===== src/rtl/branch_update_queue_if.sv =====
// Fetch/execute-side bundle for the branch update queue.
// The slave modport is the queue itself; the master modport is the pipeline
// driving enqueues and resolves and receiving predictor updates.
interface branch_update_queue_if #(
    parameter int DEPTH = 8,
    parameter int AW    = 32
);
    localparam int CW = $clog2(DEPTH) + 1;

    logic          Enq_valid;
    logic [AW-1:0] Enq_addr;
    logic          Enq_pred;
    logic          Enq_ready;
    logic          Resolve_valid;
    logic          Resolve_taken;
    logic [AW-1:0] Branch_addr_OUT;
    logic          Branch_resolved_OUT;
    logic          Update_valid;
    logic          Mispredict;
    logic          Underflow;
    logic [CW-1:0] Count;

    modport master (
        output Enq_valid, Enq_addr, Enq_pred, Resolve_valid, Resolve_taken,
        input  Enq_ready, Branch_addr_OUT, Branch_resolved_OUT,
               Update_valid, Mispredict, Underflow, Count
    );

    modport slave (
        input  Enq_valid, Enq_addr, Enq_pred, Resolve_valid, Resolve_taken,
        output Enq_ready, Branch_addr_OUT, Branch_resolved_OUT,
               Update_valid, Mispredict, Underflow, Count
    );
endinterface


===== src/rtl/branch_update_queue.sv =====
// In-order queue of predicted conditional branches between fetch and execute.
// Each resolve pops the oldest entry and produces a registered predictor
// update one cycle later; a mispredict also squashes all younger entries.
module branch_update_queue #(
    parameter int DEPTH = 8,
    parameter int AW    = 32
) (
    input  logic                 CLK,
    input  logic                 RESET,
    input  logic                 FLUSH,
    branch_update_queue_if.slave bus
);
    localparam int PW = $clog2(DEPTH);
    localparam int CW = PW + 1;

    logic [AW-1:0]    addr_mem [DEPTH];
    logic [DEPTH-1:0] pred_mem;

    logic [PW-1:0] rd_ptr, wr_ptr;
    logic [PW-1:0] rd_next, wr_next;
    logic [CW-1:0] count_q, count_next;

    logic full, empty;
    logic resolve_acc, enq_acc, mispredict_now, underflow_now;
    logic [AW-1:0] head_addr;
    logic          head_pred;

    // Full/empty come only from the registered count, so an enqueue is refused
    // while full even if a resolve frees a slot in the same cycle.
    assign full      = (count_q == CW'(DEPTH));
    assign empty     = (count_q == '0);
    assign head_addr = addr_mem[rd_ptr];
    assign head_pred = pred_mem[rd_ptr];

    assign resolve_acc    = bus.Resolve_valid && !empty && !FLUSH;
    assign mispredict_now = resolve_acc && (bus.Resolve_taken != head_pred);
    assign enq_acc        = bus.Enq_valid && !full && !FLUSH && !mispredict_now;
    assign underflow_now  = bus.Resolve_valid && empty && !FLUSH;

    assign bus.Enq_ready = !full;
    assign bus.Count     = count_q;

    // Next pointer/occupancy: flush empties, mispredict squashes wrong-path entries.
    always_comb begin
        rd_next    = rd_ptr;
        wr_next    = wr_ptr;
        count_next = count_q;
        if (FLUSH) begin
            rd_next    = '0;
            wr_next    = '0;
            count_next = '0;
        end else if (mispredict_now) begin
            rd_next    = rd_ptr + 1'b1;
            wr_next    = rd_ptr + 1'b1;
            count_next = '0;
        end else begin
            if (enq_acc) begin
                wr_next = wr_ptr + 1'b1;
            end
            if (resolve_acc) begin
                rd_next = rd_ptr + 1'b1;
            end
            if (enq_acc && !resolve_acc) begin
                count_next = count_q + 1'b1;
            end else if (!enq_acc && resolve_acc) begin
                count_next = count_q - 1'b1;
            end
        end
    end

    // Pointer and occupancy registers.
    always_ff @(posedge CLK or negedge RESET) begin
        if (!RESET) begin
            rd_ptr  <= '0;
            wr_ptr  <= '0;
            count_q <= '0;
        end else begin
            rd_ptr  <= rd_next;
            wr_ptr  <= wr_next;
            count_q <= count_next;
        end
    end

    // Entry storage; contents of unoccupied slots never reach the outputs.
    always_ff @(posedge CLK) begin
        if (enq_acc) begin
            addr_mem[wr_ptr] <= bus.Enq_addr;
            pred_mem[wr_ptr] <= bus.Enq_pred;
        end
    end

    // Registered update pulses; address and outcome are zero when no update.
    always_ff @(posedge CLK or negedge RESET) begin
        if (!RESET) begin
            bus.Update_valid        <= 1'b0;
            bus.Branch_addr_OUT     <= '0;
            bus.Branch_resolved_OUT <= 1'b0;
            bus.Mispredict          <= 1'b0;
            bus.Underflow           <= 1'b0;
        end else begin
            bus.Update_valid        <= resolve_acc;
            bus.Branch_addr_OUT     <= resolve_acc ? head_addr : '0;
            bus.Branch_resolved_OUT <= resolve_acc && bus.Resolve_taken;
            bus.Mispredict          <= mispredict_now;
            bus.Underflow           <= underflow_now;
        end
    end
endmodule


===== src/flat_wrapper.sv =====
// flat-port wrapper written by rule: the top's interface ports become plain ports
module branch_update_queue_flat 
#(
    parameter int DEPTH = 8,
    parameter int AW    = 32
)
  (CLK, RESET, FLUSH, bus_Enq_valid, bus_Enq_addr, bus_Enq_pred, bus_Resolve_valid, bus_Resolve_taken, bus_Enq_ready, bus_Branch_addr_OUT, bus_Branch_resolved_OUT, bus_Update_valid, bus_Mispredict, bus_Underflow, bus_Count);
  branch_update_queue_if #(.DEPTH(DEPTH), .AW(AW)) bus_i ();
  input  logic CLK;
  input  logic RESET;
  input  logic FLUSH;
  input wire logic [$bits(bus_i.Enq_valid)-1:0] bus_Enq_valid;
  input wire logic [$bits(bus_i.Enq_addr)-1:0] bus_Enq_addr;
  input wire logic [$bits(bus_i.Enq_pred)-1:0] bus_Enq_pred;
  input wire logic [$bits(bus_i.Resolve_valid)-1:0] bus_Resolve_valid;
  input wire logic [$bits(bus_i.Resolve_taken)-1:0] bus_Resolve_taken;
  output wire logic [$bits(bus_i.Enq_ready)-1:0] bus_Enq_ready;
  output wire logic [$bits(bus_i.Branch_addr_OUT)-1:0] bus_Branch_addr_OUT;
  output wire logic [$bits(bus_i.Branch_resolved_OUT)-1:0] bus_Branch_resolved_OUT;
  output wire logic [$bits(bus_i.Update_valid)-1:0] bus_Update_valid;
  output wire logic [$bits(bus_i.Mispredict)-1:0] bus_Mispredict;
  output wire logic [$bits(bus_i.Underflow)-1:0] bus_Underflow;
  output wire logic [$bits(bus_i.Count)-1:0] bus_Count;
  assign bus_i.Enq_valid = bus_Enq_valid;
  assign bus_i.Enq_addr = bus_Enq_addr;
  assign bus_i.Enq_pred = bus_Enq_pred;
  assign bus_i.Resolve_valid = bus_Resolve_valid;
  assign bus_i.Resolve_taken = bus_Resolve_taken;
  assign bus_Enq_ready = bus_i.Enq_ready;
  assign bus_Branch_addr_OUT = bus_i.Branch_addr_OUT;
  assign bus_Branch_resolved_OUT = bus_i.Branch_resolved_OUT;
  assign bus_Update_valid = bus_i.Update_valid;
  assign bus_Mispredict = bus_i.Mispredict;
  assign bus_Underflow = bus_i.Underflow;
  assign bus_Count = bus_i.Count;
  branch_update_queue #(.DEPTH(DEPTH), .AW(AW)) u_core (.CLK(CLK), .RESET(RESET), .FLUSH(FLUSH), .bus(bus_i));
endmodule

===== config.mk =====
export PLATFORM = sky130hd
export DESIGN_NAME = branch_update_queue_flat
export DESIGN_NICKNAME = d
export VERILOG_FILES = /design/src/rtl/branch_update_queue_if.sv /design/src/rtl/branch_update_queue.sv /design/src/flat_wrapper.sv
export SDC_FILE = /design/constraint.sdc
export NUM_CORES = 1
export LEC_CHECK = 0
export CAP_MARGIN = 20
export CORE_MARGIN = 2
export CORE_UTILIZATION = 56
export DETAILED_ROUTE_END_ITERATION = 10
export GPL_ROUTABILITY_DRIVEN = 0
export PLACE_DENSITY = 0.73
export SYNTH_ARGS = -nofsm -noshare
export SYNTH_HDL_FRONTEND = slang
export SYNTH_SLANG_ARGS = --single-unit

===== constraint.sdc =====
create_clock -name CLK -period 6.4 [get_ports CLK]
set_clock_uncertainty 0.2 [all_clocks]
set_input_delay 1.28 -clock CLK [delete_from_list [all_inputs] [get_ports CLK]]
set_output_delay 1.28 -clock CLK [all_outputs]
set_load 0.005 [all_outputs]

==> results.tsv <==
metric	value	unit
status	finished, final reports clean	
via count	5433	
Post-Syn Instances	539	
largest net degree at the start of global routing	67	
Hold Path Sink	u_core.bus.Count[3]	
first-pass GRT wire length	33.2	mm
worst hold stages	2	
setup bufs post-CTS	0	
FF+latch area	9080	um2
number of enable-type register cells in the synthesized netlist	264	
Initial Utilization	0.574	
Die Height	149	um
I/O Pins	80	
RSZ-0062 raised after global routing	false	
Power, Total	0.00522	W
worst rel slew slack	0.351	
Primary FF master, synth	edfxtp_1	
cts-stage hold buffer count	0	
worst r2r dst	u_core.addr_mem[0][4]	
Tightest Pin Transition	0.971	ns
layout cells sized above 1	0.230	
Synth warnings	0	
Static Leakage	4.56	nW
Clock Sinks	310	
clk buf depth	3	
total wire length	21.3	mm
count of cell types in the netlist	38	
Final min period	4.24	ns
DRC errors left	0	
WP data arrival	4.28	ns
Synth Cell Area	11700	um2
area of the multi-input gates	2530	um2
Clock Latency Late Sink	0.54	ns
Die Wd	149	um
# diodes	0	
Mapped Nets	583	
TritonRoute pass-1 iters	4	
power density cells	375	nW/um2
Setup violations, final	0	
Post-DP HPWL	11.6	mm
flops & latches, synth	310	
critical path class	in2reg	
CTS clock-pin slew for the worst setup and hold paths	0.06	ns
CP max FO	16	
clk root buf	clkbuf_16	
core area	20400	um2
sequential share of the synthesized area	0.776	
fmax	0.236	GHz
gr usage total	0.200	
FILL cells	1260	
post_cts resized	0	
CTS tree	yes	
RR Startpoint	u_core.rd_ptr[2]	
most frequent cells in the layout	edfxtp_1 (264), clkdlybuf4s50_1 (78), mux4_2 (65), dfrtp_1 (43), nor2_1 (39)	
antenna violations before repair	0	
maxcap violations	0	
Hold Crit Start	u_core.bus.Count[3]	
H-tree depth	1	
GRT Residual Overflow	0	
vias per cell	5.82	
initial DRC count	382	
Nets	684	
Slowest cell on crit path	clkdlybuf4s50_1	
CP Cell Sequence	clkdlybuf4s50_1, nor2b_1, nand3_1, mux2i_4, or3_4, nor4_4, buf_4	
fin. max-slew vios	0	
Required @ worst endpoint	6.43	ns
TritonCTS Buffers	30	
startpoint types	input port	
row count	52	
asr flop ratio synth	0.148	
R2R Setup Slk	2.47	ns
die area	22100	um2
Fin. Hold Viols	0	
Syn Area/Cell	21.7	um2
vias in the first global route	5793	
Routed Antenna Nets	0	
Worst Reg-to-Reg Cells	6	
Min-Delay Path Class	reg2reg	
most common cell after layout, fill and taps aside	edfxtp_1	
period utilization	0.663	
Layout area overhead	19.1	%
Final TNS setup	0	ns
routed length per placed instance	22.8	um
crit-path max cell delay	0.88	ns
Peak VDD IR	0.278	mV
number of port buffers	79	
Crit. End Element	flop	
[layer usage]
layer,up-vias,routed length (um),global-route usage
li1,2386,-,-
met1,2865,9160,0.285
met2,161,10600,0.331
met3,21,1150,0.0340
met4,0,307,0.0481
met5,-,0,0
[through the flow]
step,hold slack [ns],instance area [um2],worst slack [ns],utilization,instances
floorplan,0.398,11700,0.319,-,539
global placement,0.409,12800,1.63,0.631,875
detailed placement,0.467,12900,1.54,0.632,876
CTS,0.488,13900,2.10,0.682,932
global route,0.518,13900,1.96,0.684,934
finish,0.489,13900,2.16,0.684,934
[flip-flops by register name (all words and copies together) (netlist names)]
register / cells
u_core.addr_mem: 256
u_core.bus.Branch_addr_OUT: 32
u_core.bus.Branch_resolved_OUT: 1
u_core.bus.Count: 4
u_core.bus.Mispredict: 1
u_core.bus.Underflow: 1
u_core.bus.Update_valid: 1
u_core.pred_mem: 8
u_core.rd_ptr: 3
u_core.wr_ptr: 3
[cell type report]
| class | instances | area share |
|---|---|---|
| Clock buffer | 38 | 0.0612 |
| Clock inverter | 18 | 0.0118 |
| Inverter | 6 | 0.00162 |
| Multi-Input combinational cell | 198 | 0.181 |
| Sequential cell | 310 | 0.652 |
| Tap cell | 270 | 0.0242 |
| Timing Repair Buffer | 94 | 0.0677 |
[worst max-delay path by stage]
stage,from,to,slack (ns),cells past startpoint
2_1_floorplan,bus_Resolve_valid,u_core.addr_mem[3][0],0.32,5
3_3_place_gp,FLUSH,u_core.addr_mem[0][7],1.63,7
3_5_place_dp,FLUSH,u_core.addr_mem[0][8],1.54,7
4_1_cts,FLUSH,u_core.addr_mem[0][4],2.10,7
5_1_grt,FLUSH,u_core.addr_mem[0][22],1.96,7
6_report,FLUSH,u_core.addr_mem[0][4],2.16,7
[synth_stat cells, types with 3 or more instances]
cell / number / share of area
clkbuf_1: 11 / 0.0035
nand3_1: 4 / 0.0017
xnor2_1: 6 / 0.0045
edfxtp_1: 264 / 0.68
buf_1: 3 / 0.00096
ha_1: 4 / 0.0043
mux2i_1: 38 / 0.033
dfrtp_1: 46 / 0.098
nor2_1: 42 / 0.013
nor4b_1: 3 / 0.0022
buf_2: 9 / 0.0039
nor3_1: 4 / 0.0017
a211oi_1: 3 / 0.0019
mux4_2: 65 / 0.13
nand2_1: 5 / 0.0016
inv_1: 6 / 0.0019
[critical path, delay by kind of cell]
| family | cells | cell delay (ns) |
|---|---|---|
| buffers and inverters | 2 | 1.25 |
| AND/OR/NAND/NOR | 4 | 1.52 |
| multiplexers | 1 | 0.20 |
[kinds of logic (layout without fill, tap and decap cells)]
group	after synthesis	after routing	share of synthesized area
AO/OA/AOI/OAI	9	9	0.00631
buffers and inverters	31	156	0.0116
flip-flops	310	310	0.776
XOR/XNOR	9	9	0.00835
adder cells (fa/ha/maj)	5	5	0.00599
multiplexers	105	105	0.161
AND/OR/NAND/NOR	70	70	0.0309
[power by group]
part	internal [W]	total (W)	leakage, nW	switching, W
clock	0.00106	0.00176	0.502	0.000708
combinational	0.000564	0.00101	1.06	0.000450
sequential	0.00234	0.00244	3.00	0.000102
total	0.00396	0.00522	4.56	0.00126
(Power assumes the default switching activity.)
